--- config.mk ---
export PLATFORM = sky130hd
export DESIGN_NAME = led_display_pattern_gen
export DESIGN_NICKNAME = d
export VERILOG_FILES = /design/src/rtl/led_display_pattern_gen.sv
export SDC_FILE = /design/constraint.sdc
export NUM_CORES = 1
export LEC_CHECK = 0
export BUFFER_PORTS_ARGS = -buffer_cell sky130_fd_sc_hd__clkbuf_2
export CAP_MARGIN = 25
export CORE_AREA = 5 5 151 153
export DETAILED_ROUTE_END_ITERATION = 8
export DIE_AREA = 0 0 156 158
export PLACE_DENSITY_LB_ADDON = 0.12
export SYNTH_ARGS = -nofsm -noshare
export SYNTH_HDL_FRONTEND = slang
export SYNTH_SLANG_ARGS = --single-unit
--- constraint.sdc ---
create_clock -name clk_in -period 11.95 [get_ports clk_in]
set_clock_uncertainty 0.15 [all_clocks]
set_input_delay 2.39 -clock clk_in [delete_from_list [all_inputs] [get_ports clk_in]]
set_output_delay 2.39 -clock clk_in [all_outputs]
set_load 0.01 [all_outputs]
--- src/rtl/led_display_pattern_gen.sv ---
// Test-pattern source for a 64x32 HUB75-style panel: one top+bottom RGB row pair per transfer.
// Latency: row_out and row_valid_out are combinational from registered mode/effect state and row_ready_in.
// Backpressure: a row is offered only while row_ready_in is high, so every valid cycle is a transfer; state holds otherwise.
module led_display_pattern_gen #(
  parameter int SYS_CLK_FREQ   = 100_000_000,
  parameter bit SIMULATION     = 1'b0,
  parameter int NUM_COL_PIXELS = 64
) (
  input  logic                          clk_in,
  input  logic                          reset_in,
  input  logic [3:0]                    mode_in,
  output logic [6*NUM_COL_PIXELS-1:0]   row_out,
  output logic                          row_valid_out,
  input  logic                          row_ready_in,
  output logic [3:0]                    row_address_out
);

  localparam logic [3:0] MODE_OFF   = 4'd0;
  localparam logic [3:0] MODE_RED   = 4'd1;
  localparam logic [3:0] MODE_GREEN = 4'd2;
  localparam logic [3:0] MODE_BLUE  = 4'd3;
  localparam logic [3:0] MODE_RG    = 4'd4;
  localparam logic [3:0] MODE_GB    = 4'd5;
  localparam logic [3:0] MODE_RB    = 4'd6;
  localparam logic [3:0] MODE_WHITE = 4'd7;
  localparam logic [3:0] MODE_SCAN  = 4'd8;
  localparam logic [3:0] MODE_PULSE = 4'd9;

  // Pulse duty advances once per millisecond of system clock (or a fixed short period in simulation).
  localparam int STEP   = SIMULATION ? 1000 : SYS_CLK_FREQ / 1000;
  localparam int STEP_W = $clog2(STEP + 1);
  localparam int COL_W  = (NUM_COL_PIXELS > 1) ? $clog2(NUM_COL_PIXELS) : 1;

  typedef struct packed {
    logic [NUM_COL_PIXELS-1:0] red;
    logic [NUM_COL_PIXELS-1:0] green;
    logic [NUM_COL_PIXELS-1:0] blue;
  } rgb_half_t;

  typedef struct packed {
    rgb_half_t top;
    rgb_half_t bot;
  } rgb_row_t;

  typedef enum logic {
    RAMP_UP,
    RAMP_DOWN
  } ramp_t;

  logic [3:0]        mode_q;
  logic [3:0]        addr_q;
  logic [COL_W-1:0]  col_q;
  logic [7:0]        pwm_cnt;
  logic [7:0]        duty_q;
  logic [7:0]        duty_d;
  logic [STEP_W-1:0] step_cnt;
  ramp_t             ramp_q;
  ramp_t             ramp_d;

  logic                      mode_change;
  logic                      transfer;
  logic                      step_tick;
  logic                      pwm_on;
  logic [NUM_COL_PIXELS-1:0] scan_bit;
  rgb_half_t                 half;
  rgb_row_t                  row;

  assign mode_change = (mode_in != mode_q);
  // Reset gating keeps a row from being offered while state is being cleared.
  assign row_valid_out   = row_ready_in & ~mode_change & ~reset_in;
  assign transfer        = row_valid_out & row_ready_in;
  assign row_address_out = mode_change ? 4'd0 : addr_q;
  assign step_tick       = (step_cnt == STEP_W'(STEP - 1));
  assign pwm_on          = (pwm_cnt < duty_q);
  assign scan_bit        = {{(NUM_COL_PIXELS-1){1'b0}}, 1'b1} << col_q;

  // Mode register, row address and scan column; a mode change restarts the row and scan sequence.
  always_ff @(posedge clk_in or posedge reset_in) begin
    if (reset_in) begin
      mode_q <= MODE_OFF;
      addr_q <= 4'd0;
      col_q  <= '0;
    end else if (mode_change) begin
      mode_q <= mode_in;
      addr_q <= 4'd0;
      col_q  <= '0;
    end else if (transfer) begin
      addr_q <= addr_q + 4'd1;
      if (mode_q == MODE_SCAN) begin
        col_q <= (col_q == COL_W'(NUM_COL_PIXELS - 1)) ? '0 : col_q + COL_W'(1);
      end
    end
  end

  // Pulse timebase: free-running PWM phase, step prescaler, and triangle duty; untouched by mode changes.
  always_ff @(posedge clk_in or posedge reset_in) begin
    if (reset_in) begin
      pwm_cnt  <= 8'd0;
      step_cnt <= '0;
      duty_q   <= 8'd0;
      ramp_q   <= RAMP_UP;
    end else begin
      pwm_cnt  <= pwm_cnt + 8'd1;
      step_cnt <= step_tick ? '0 : step_cnt + STEP_W'(1);
      duty_q   <= duty_d;
      ramp_q   <= ramp_d;
    end
  end

  // Triangle ramp: turn around at the extremes so 255 and 0 are each held for a single step.
  always_comb begin
    duty_d = duty_q;
    ramp_d = ramp_q;
    if (step_tick) begin
      case (ramp_q)
        RAMP_UP: begin
          if (duty_q == 8'd255) begin
            ramp_d = RAMP_DOWN;
            duty_d = 8'd254;
          end else begin
            duty_d = duty_q + 8'd1;
          end
        end
        RAMP_DOWN: begin
          if (duty_q == 8'd0) begin
            ramp_d = RAMP_UP;
            duty_d = 8'd1;
          end else begin
            duty_d = duty_q - 8'd1;
          end
        end
        default: begin
          ramp_d = RAMP_UP;
          duty_d = 8'd0;
        end
      endcase
    end
  end

  // Row content: both panel halves carry the same pattern, chosen by the registered mode.
  always_comb begin
    half = '0;
    case (mode_q)
      MODE_RED:   half.red = '1;
      MODE_GREEN: half.green = '1;
      MODE_BLUE:  half.blue = '1;
      MODE_RG: begin
        half.red   = '1;
        half.green = '1;
      end
      MODE_GB: begin
        half.green = '1;
        half.blue  = '1;
      end
      MODE_RB: begin
        half.red  = '1;
        half.blue = '1;
      end
      MODE_WHITE: half = '1;
      MODE_SCAN:  half.red = scan_bit;
      MODE_PULSE: half = {(3*NUM_COL_PIXELS){pwm_on}};
      default:    half = '0;
    endcase
    row.top = half;
    row.bot = half;
    row_out = row;
  end

endmodule

; ---- Word-level counts from Yosys, hierarchy flattened
; Cells that the tools add are included.
[word_totals]
reg_bits = 48
input_bits = 7
output_inout_bits = 389
word_cells = 58
[classes]
n_mux = 17
eq_ne = 13
shift = 1
reduce_logical = 7
n_lt_le_gt_ge = 1
n_bitwise = 6
addsub = 6
[ops]
columns = operator, n
row1 = 64-bit one-hot mux with 2 select lines, 2
row2 = 64-bit one-hot mux with 3 select lines, 1
row3 = "1-bit by 6-bit left shift with 64-bit output, first input constant", 1
row4 = 6-bit two-way mux, 4
row5 = "17-bit by 1-bit adder with 17-bit output, second input constant", 1
row6 = "17-bit equality test, second input constant", 1
row7 = 17-bit two-way mux, 1
row8 = "8-bit by 1-bit adder with 8-bit output, second input constant", 2
row9 = "4-bit by 3-bit equality test with 1-bit output, second input constant", 4
row10 = 8-bit two-way mux, 2
row11 = 8-bit one-hot mux with 2 select lines, 1
row12 = 4-bit two-way mux, 3
row13 = 4-bit OR reduction, 3
row14 = "4-bit by 2-bit equality test with 1-bit output, second input constant", 2
row15 = "4-bit equality test, second input constant", 2
row16 = "8-bit equality test, second input constant", 1
row17 = 8-bit zero test, 1
row18 = 8-bit less-than comparator, 1
row19 = "8-bit by 1-bit subtractor with 8-bit output, second input constant", 1
row20 = "6-bit by 1-bit adder with 6-bit output, second input constant", 1
row21 = "6-bit equality test, second input constant", 1
row22 = "4-bit by 1-bit adder with 4-bit output, second input constant", 1
row23 = "4-bit by 1-bit equality test with 1-bit output, second input constant", 1
row24 = 4-bit inequality test, 1
row25 = other kinds (6), 12

; ---- Depth between registers and ports, before layout
; Gate-level depths: netlist of the first run.
[depth]
depth_word = 7
depth_mapped = 11
mapped_depth_nobuf = 7

; ---- Worst setup path after synthesis of the first run
; Ideal clock, no wire load.
[synth_path]
path_kind = register to output
start = register duty_q[1]
end = output row_out[100]
n_path_buf = 2
required_ns = 9.410
path_stages_with_launch = 9
path_slack_ns = 2.644
arrival_ns = 6.766
path_cell_list = dfrtp_1 inv_1 ha_1 a21o_1 a211oi_1 o2111ai_1 buf_2 a21oi_1 buf_4
[synth_between]
elab_chain_len = 2
[synth_lines]
columns = element, line
row1 = "start, declared", 54  ; logic [7:0] duty_q;
row2 = "start signal, assigned", 105  ; duty_q <= duty_d;
row3 = 8-bit less-than comparator, 74  ; assign pwm_on = (pwm_cnt < duty_q);
row4 = 64-bit one-hot mux with 2 select lines, 143  ; case (mode_q)
row5 = "end, declared", 12  ; output logic [6*NUM_COL_PIXELS-1:0] row_out,
; No other way between the ends.

; ---- Worst setup path in the final report of the first run
[layout_path]
start = register duty_q[5]
end = output row_out[291]
; The elaborated chain is that of the path after synthesis.

==> results of run 1 <==
[synth_stat cells (5+ instances only)]
cell type    n  share of area [%]
and2_1       7               0.72
a21oi_1     43                3.5
nor3_1       8               0.66
clkbuf_1    19                1.2
ha_1        19                3.9
buf_2       16                1.3
buf_4      322                 40
and4_1       5               0.72
xor2_1       7                1.0
nand4_1     12                1.2
dfrtp_1     48                 20
inv_1       20                1.2
nand2_1     85                5.2
nor2b_1      7               0.72
a31oi_1     45                4.6
nor2_1      35                2.2
xnor2_1     24                3.5
nand3_1     15                1.2
and3_1       7               0.72
o21ai_0     14                1.2
[sequential cells by signal, summed over array words and instances, names as in the netlist]
signal,flops
addr_q,4
col_q,6
pwm_cnt,8
mode_q,4
ramp_q,1
duty_q,8
step_cnt,17
[area by class of cell]
| cell class | count | area, µm² |
|---|---|---|
| clock buffer | 6 | 139 |
| clock inverter | 2 | 38.8 |
| fill | 2396 | 15300 |
| inverter | 21 | 78.8 |
| multi-input combinational | 370 | 2250 |
| sequential | 48 | 1200 |
| tap | 280 | 350 |
| timing repair buffer | 404 | 2060 |
[final timing paths]
kind	endpoint
max	row_out[291]
min	pwm_cnt[7]$_DFF_PP0_
max reg2reg	duty_q[5]$_DFFE_PP0N_
min reg2reg	pwm_cnt[7]$_DFF_PP0_
max in group asynchronous	step_cnt[9]$_DFF_PP0_
min in group asynchronous	mode_q[0]$_DFFE_PP0P_
[layer usage]
layer / global-route usage (%) / up-vias / share of wire [%]
met1: 17.2 / 2217 / 44
met4: 2.50 / 0 / 0.92
met2: 20.8 / 165 / 49
li1: - / 2408 / -
met5: 0 / - / 0
met3: 1.18 / 7 / 5.8
[per-stage QoR]
step                      power (mW)  cell area (µm²)
after floorplan                0.410             6090
after global placement         0.384             5910
after detailed placement       0.381             5930
after CTS                      0.555             6110
after global routing           0.578             6130
final                          0.543             6130
[cells by family (layout without fill, tap and decap cells)]
logic type	count (synthesis)	in the layout	synth area share (%)
XOR/XNOR	31	31	4.46
multiplexers	1	1	0.247
adder cells (fa/ha/maj)	20	20	4.07
AO/OA/AOI/OAI	119	119	11.5
AND/OR/NAND/NOR	199	199	16.1
buffers and inverters	380	433	43.9
flip-flops	48	48	19.7
[worst max-delay path, cell delays in order (launching register included)]
cell	delay [ns]
dfrtp_1	0.51
inv_1	0.13
ha_1	0.31
a21oi_1	0.14
nor2b_1	0.06
o21ai_0	0.30
o2111ai_4	0.16
buf_4	0.34
a21oi_4	0.26
buf_4	0.77
clkbuf_2	0.29
[where the power goes]
part / switching (mW) / total [mW] / internal [mW]
logic: 0.133 / 0.209 / 0.0759
registers: 0.00184 / 0.165 / 0.163
clock network: 0.0640 / 0.169 / 0.105
total: 0.199 / 0.543 / 0.344
==> run summary, run 1 <==
Die Ht: 158 µm
Worst Hold Class: register to register
cell leakage power: 3.48 nW
Post-Syn Area: 0.00609 mm²
Yosys reg bits: 48
die footprint: 0.0246 mm²
Worst Path Max Fanout: 127
clk slew on worst S/H paths: 0.06 ns
drt first pass iters: 5
final worst slack: 5.78 ns
Core Region: 0.0214 mm²
DRT iter0 DRCs: 243
cts hold-fix bufs: 0
Netlist cell types: 47
area grow syn2layout: 0.679%
Synth Warn #: 0
maxcap violations: 0
CTS H-tree lvls: 2
GRT overflow: 0
RSZ-0062 raised after global routing: no
fin util: 28.6%
r2r startpoint: step_cnt[0]$_DFF_PP0_
commonest non-fill, non-tap cells in the layout: clkbuf_2 (395), nand2_1 (85), dfrtp_1 (48)
commonest non-fill, non-tap cell in the layout: clkbuf_2
IO Pins: 396
Routed wire per std cell: 15.1 µm
Root Buffer: clkbuf_16
Synth Flop Type: dfrtp_1
global-route wire length before repair: 24.6 mm
mean post-synth cell area: 7.63 µm²
Tot GR Track Use: 12.3%
pre-CTS WS: 5.71 ns
Post-synth EDFFs: 0
final hold slack: 0.325 ns
Post-CTS Setup Repair Bufs: 0
vias per cell: 4.24
pwr/cell area: 88.6 mW/mm²
WHS Path Cells: 1
fin nets: 876
Post-Synthesis Cells: 798
Arr. time, crit path: 3.63 ns
clk_lat worst skew: 0.30 ns
drt total wl: 17.1 mm
Peak supply drop: 0.0653 mV
DRC errors left: 0
layout cells sized above 1: 50.2%
detailed placement HPWL: 13.5 mm
Final Max Slew Viols: 0
Slew @ Worst Pin: 1.00 ns
hold wc startpoint: pwm_cnt[7]$_DFF_PP0_
routed via count: 4797
Crit. End Element: primary output
# diodes: 0
largest net degree at the start of global routing: 129
CP required: 9.41 ns
die width: 156 µm
IO Port Bufs: 395
Rel. slew slack: 33.1%
post-route insts no fill: 1131
Worst setup startpoint: duty_q[5]$_DFFE_PP0N_
final setup TNS: 0 ns
ratio of final minimum period to clock period: 51.7%
Worst R2R Setup Slack: 9.62 ns
fmax: 162 MHz
Max Root-Sink Buffers: 2
outcome: finished clean
Initial Util: 28.4%
Detail Route Antenna Nets: 0
total CTS buffers: 5
final setup vio count: 0
crit path kind: register to primary output
Final Hold Vio Count: 0
Routability Congestion: 0.820
Sink Count: 48
CTS-repair resized insts: 0
Startpoint Class: register
number of global-route vias before repair: 4106
placed insts: 1122
FFs w/ async S/R, synth: 100%
Final Critical Period: 6.17 ns
initial antenna violation count: 0
Worst R2R Path Depth: 6
row cnt: 54
CTS tree: built
syn_nets: 824
sequential area share after synthesis: 19.7%
(Power assumes the default switching activity.)
==> run 2: changes to the inputs <==
==> constraint.sdc (replaced) <==
create_clock -name clk_in -period 5.7 [get_ports clk_in]
set_clock_uncertainty 0.15 [all_clocks]
set_input_delay 1.14 -clock clk_in [delete_from_list [all_inputs] [get_ports clk_in]]
set_output_delay 1.14 -clock clk_in [all_outputs]
set_load 0.01 [all_outputs]
==> run summary, run 2 (synthesized netlist as in run 1, its figures left out) <==
total power: 1.09 mW
final worst slack: 1.15 ns
cell leakage power: 3.47 nW
largest register by flop count: step_cnt
Slew @ Worst Pin: 0.927 ns
detailed placement HPWL: 13.8 mm
DRC errors left: 0
Flop pwr share: 31.8%
Final Hold Vio Count: 0
Worst Hold Class: register to register
Sink Count: 48
final setup vio count: 0
Sw Ratio: 38.7%
vias per cell: 4.28
DRT iter0 DRCs: 250
fmax: 220 MHz
final hold slack: 0.334 ns
maxcap violations: 0
Worst setup startpoint: duty_q[5]$_DFFE_PP0N_
largest net degree at the start of global routing: 127
Final Max Slew Viols: 0
number of global-route vias before repair: 4152
clk_lat worst skew: 0.30 ns
IO Port Bufs: 395
die width: 156 µm
Post-CTS Setup Repair Bufs: 0
Startpoint Class: register
Die Ht: 158 µm
cts hold-fix bufs: 0
commonest non-fill, non-tap cell in the layout: clkbuf_2
Core Region: 0.0214 mm²
commonest non-fill, non-tap cells in the layout: clkbuf_2 (395), nand2_1 (85), dfrtp_1 (48)
Routed wire per std cell: 15.4 µm
outcome: finished clean
Power Internal: 666 µW
CTS tree: built
area grow syn2layout: 0.206%
max FFs per register: 17
pre-CTS WS: 1.46 ns
total CTS buffers: 5
Peak supply drop: 0.0857 mV
Rel. slew slack: 38.0%
Detail Route Antenna Nets: 0
drt first pass iters: 4
RSZ-0062 raised after global routing: no
Gate power share: 40.3%
hold wc startpoint: pwm_cnt[7]$_DFF_PP0_
layout cells sized above 1: 50.1%
Fill cells: 2392
routed via count: 4838
pwr/cell area: 178 mW/mm²
Crit. End Element: primary output
Psw: 421 µW
CTS H-tree lvls: 2
clk slew on worst S/H paths: 0.07 ns
drt total wl: 17.4 mm
global-route wire length before repair: 25.2 mm
IO Pins: 396
Worst Path Max Fanout: 94
Largest regs: step_cnt x17, duty_q x8, pwm_cnt x8
Root Buffer: clkbuf_16
GRT overflow: 0
row cnt: 54
Tot GR Track Use: 12.6%
Max Root-Sink Buffers: 2
clock power share: 27.9%
Arr. time, crit path: 3.26 ns
Initial Util: 28.4%
Final Critical Period: 4.55 ns
CTS-repair resized insts: 0
r2r startpoint: step_cnt[0]$_DFF_PP0_
die footprint: 0.0246 mm²
CP required: 4.41 ns
ratio of final minimum period to clock period: 79.8%
fin nets: 875
crit path kind: register to primary output
# diodes: 0
initial antenna violation count: 0
Routability Congestion: 0.790
[run 2: per-layer routing]
| layer | track usage, % | up-vias | part of all wire, % |
|---|---|---|---|
| met5 | 0 | - | 0 |
| met4 | 3.13 | 0 | 1.7 |
| met3 | 1.72 | 18 | 5.6 |
| met2 | 20.4 | 157 | 49 |
| met1 | 17.8 | 2247 | 44 |
| li1 | - | 2416 | - |
[run 2: power by group through the flow]
stage	Sequential (mW)	Combinational, mW	Clock (mW)
finish	0.346	0.438	0.303
detailed placement	0.353	0.449	0
floorplan	0.350	0.474	0
global route	0.346	0.477	0.335
CTS	0.346	0.450	0.320
global placement	0.353	0.452	0
[run 2: worst paths after layout]
path / end / slack [ns] / cells past startpoint
max: row_out[16] / 1.15 / 9
min: pwm_cnt[7]$_DFF_PP0_ / 0.33 / 1
max reg2reg: duty_q[5]$_DFFE_PP0N_ / 3.44 / 6
min reg2reg: pwm_cnt[7]$_DFF_PP0_ / 0.33 / 1
max in group asynchronous: col_q[4]$_DFFE_PP0P_ / 4.11 / 3
min in group asynchronous: mode_q[0]$_DFFE_PP0P_ / 0.85 / 3
[run 2: through the flow]
| step | std cells | area, µm² | TNS (ns) | utilization, % |
|---|---|---|---|---|
| floorplan | 798 | 6090 | -26.11 | - |
| global placement | 1120 | 5930 | 0 | 27.7 |
| detailed placement | 1122 | 5950 | 0 | 27.8 |
| CTS | 1130 | 6100 | 0 | 28.5 |
| global route | 1130 | 6100 | 0 | 28.5 |
| finish | 1130 | 6100 | 0 | 28.5 |
[run 2: area by class of cell]
cell class                 instances  area, µm²  area share, %
tap                              280        350           5.74
inverter                          21       78.8           1.29
clock buffer                       5        125           2.05
clock inverter                     3       22.5          0.369
multi-input combinational        370       2250           37.0
sequential                        48       1200           19.7
timing repair buffer             403       2070           33.9
[run 2: critical path, stage by stage, from the launching register on]
cell	delay, ns
dfrtp_1	0.54
inv_1	0.12
ha_1	0.30
a21oi_1	0.14
nor2b_1	0.06
o21ai_0	0.30
o2111ai_4	0.22
a21oi_4	0.67
buf_12	0.37
clkbuf_2	0.20
==> run 3: changes to the inputs <==
--- a/config.mk
+++ b/config.mk
@@ -5,11 +5,12 @@
 export SDC_FILE = /design/constraint.sdc
 export NUM_CORES = 1
 export LEC_CHECK = 0
+export ABC_AREA = 1
 export BUFFER_PORTS_ARGS = -buffer_cell sky130_fd_sc_hd__clkbuf_2
 export CAP_MARGIN = 25
-export CORE_AREA = 5 5 151 153
+export CORE_AREA = 5 5 149 151
 export DETAILED_ROUTE_END_ITERATION = 8
-export DIE_AREA = 0 0 156 158
+export DIE_AREA = 0 0 154 156
 export PLACE_DENSITY_LB_ADDON = 0.12
 export SYNTH_ARGS = -nofsm -noshare
 export SYNTH_HDL_FRONTEND = slang
==> constraint.sdc (replaced) <==
create_clock -name clk_in -period 4.5 [get_ports clk_in]
set_clock_uncertainty 0.15 [all_clocks]
set_input_delay 0.9 -clock clk_in [delete_from_list [all_inputs] [get_ports clk_in]]
set_output_delay 0.9 -clock clk_in [all_outputs]
set_load 0.01 [all_outputs]
==> run summary, run 3 <==
Final Hold Vio Count: 0
CTS-repair resized insts: 0
Final Max Slew Viols: 0
Initial Util: 31.0%
Post-synth EDFFs: 0
IO Pins: 396
Post-Syn Area: 0.00641 mm²
final worst slack: 0.670 ns
total CTS buffers: 5
Core Region: 0.0207 mm²
Largest regs: step_cnt x17, duty_q x8, pwm_cnt x8
CP required: 3.45 ns
syn_nets: 979
commonest non-fill, non-tap cells in the layout: clkbuf_2 (395), nand2_1 (178), nor2_1 (103)
Worst Hold Class: register to register
pre-CTS WS: 0.921 ns
GRT overflow: 0
layout cells sized above 1: 41.8%
largest stage delay on the critical path: 0.42 ns
area grow syn2layout: 0.234%
routed via count: 5376
Peak supply drop: 0.143 mV
largest net degree at the start of global routing: 83
Root Buffer: clkbuf_16
clk_lat worst skew: 0.29 ns
final setup TNS: 0 ns
Routability Congestion: 0.814
cts hold-fix bufs: 0
Synth Flop Type: dfrtp_1
maxcap violations: 0
Synth Warn #: 0
critical path cell sequence: inv_1 -> ha_1 -> nand2_1 -> nand3_1 -> nor3b_1 -> nand2_2 -> buf_4 -> nand2_4 -> buf_4 -> clkbuf_2
drt total wl: 19.3 mm
Die Ht: 156 µm
mean post-synth cell area: 6.72 µm²
Routed wire per std cell: 14.9 µm
Area contributors post-synth: buf_4 (37%), dfrtp_1 (19%), nand2_1 (11%), nor2_1 (6.0%), a21oi_1 (4.9%)
Crit. End Element: primary output
Post-Synthesis Cells: 953
DRC errors left: 0
Post-CTS Setup Repair Bufs: 0
IO Port Bufs: 395
cell family with most CP delay: buffers and inverters
# diodes: 0
max FFs per register: 17
Tot GR Track Use: 14.5%
Netlist cell types: 30
Synth area leader: buf_4
final setup vio count: 0
Sink Count: 48
die footprint: 0.0240 mm²
sequential area share after synthesis: 18.7%
Fill cells: 2351
DRT iter0 DRCs: 403
vias per cell: 4.16
commonest non-fill, non-tap cell in the layout: clkbuf_2
slowest CP cell: dfrtp_1
largest register by flop count: step_cnt
Startpoint Class: register
Rel. slew slack: 52.1%
clk slew on worst S/H paths: 0.07 ns
Max Root-Sink Buffers: 2
row cnt: 53
outcome: finished clean
fin nets: 1041
final hold slack: 0.325 ns
detailed placement HPWL: 15.6 mm
pwr/cell area: 214 mW/mm²
global-route wire length before repair: 28.4 mm
fmax: 261 MHz
number of global-route vias before repair: 4670
Final Critical Period: 3.83 ns
CTS H-tree lvls: 2
CTS tree: built
FFs w/ async S/R, synth: 100%
Arr. time, crit path: 2.78 ns
Detail Route Antenna Nets: 0
Worst Path Max Fanout: 65
initial antenna violation count: 0
RSZ-0062 raised after global routing: no
Yosys reg bits: 48
crit path kind: register to primary output
cell leakage power: 3.91 nW
Buf/Inv on CP: 4
die width: 154 µm
most common cell in the netlist: buf_4
ratio of final minimum period to clock period: 85.1%
drt first pass iters: 5
Synth top cells by count: buf_4 (318), nand2_1 (181), nor2_1 (103)
Slew @ Worst Pin: 0.717 ns
cell mode on critical path: buf_4
Yosys top cell area share: 37.3%
run 3: cell count changes in the layout (fill, tap and decap cells not counted), sizes merged, moves of 21 or more:
cell,before,now
nand2,86,181
nor2,36,108
a31oi,45,0
inv,22,59
xnor2,24,3
nand3,15,43
run 3: cells by family after synthesis:
kind of cell    synth area share (%)
fa+ha+maj                       3.71
flops                           18.7
xor+xnor                        3.14
compound gates                  7.07
buf+inv                         43.5
simple gates                    23.8
run 3: path summary, 6_finish.rpt:
path	endpoint	depth (start not counted)	from	slack (ns)
setup / recovery	row_out[301]	10	duty_q[7]$_DFFE_PP0N_	0.67
hold reg to reg	pwm_cnt[0]$_DFF_PP0_	1	pwm_cnt[0]$_DFF_PP0_	0.32
max in group asynchronous	step_cnt[14]$_DFF_PP0_	3	reset_in	3.15
setup reg to reg	duty_q[4]$_DFFE_PP0N_	9	step_cnt[0]$_DFF_PP0_	2.50
min in group asynchronous	addr_q[1]$_DFFE_PP0P_	3	reset_in	0.63
hold / removal	pwm_cnt[0]$_DFF_PP0_	1	pwm_cnt[0]$_DFF_PP0_	0.32
run 3: routing by layer:
metal	routed length [µm]	share of wire (%)	vias to the layer above	GRT usage (%)
li1	-	-	2787	-
met1	8860	46	2414	20.7
met2	9040	47	169	23.9
met3	1240	6.4	6	2.11
met4	123	0.64	0	2.27
met5	0	0	-	0
run 3: worst reg2reg max path: stages (launching register included):
cell	delay (ns)
dfrtp_1	0.38
ha_1	0.29
nand2_1	0.12
nor2_2	0.20
inv_1	0.06
nor2_1	0.13
nand3_2	0.21
clkinv_1	0.24
nand2_1	0.07
o21ai_1	0.06
run 3: area by class of cell:
type	instances	area [µm²]	share of cell area, %
timing repair buffer	404	2060	32.0
multi-input combinational	494	2440	38.0
tap	275	344	5.36
clock buffer	8	146	2.28
inverter	62	233	3.62
sequential	48	1200	18.7
run 3: metrics by stage:
| step | instances | power [mW] | utilization (%) | cell area, µm² |
|---|---|---|---|---|
| 4_1_cts | 1291 | 1.42 | 31.0 | 6420 |
| 3_5_place_dp | 1283 | 1.01 | 30.3 | 6280 |
| 6_report | 1291 | 1.38 | 31.0 | 6420 |
| 3_3_place_gp | 1283 | 1.02 | 30.3 | 6280 |
| 5_1_grt | 1291 | 1.46 | 31.0 | 6420 |
| 2_1_floorplan | 953 | 1.02 | - | 6410 |
run 3: power by group:
| group | switching, mW | internal (mW) | leakage [nW] | total [mW] |
|---|---|---|---|---|
| Combinational | 0.358 | 0.194 | 3.21 | 0.552 |
| Sequential | 0.00442 | 0.434 | 0.632 | 0.438 |
| Clock | 0.165 | 0.222 | 0.0712 | 0.387 |
| Total | 0.527 | 0.850 | 3.91 | 1.38 |
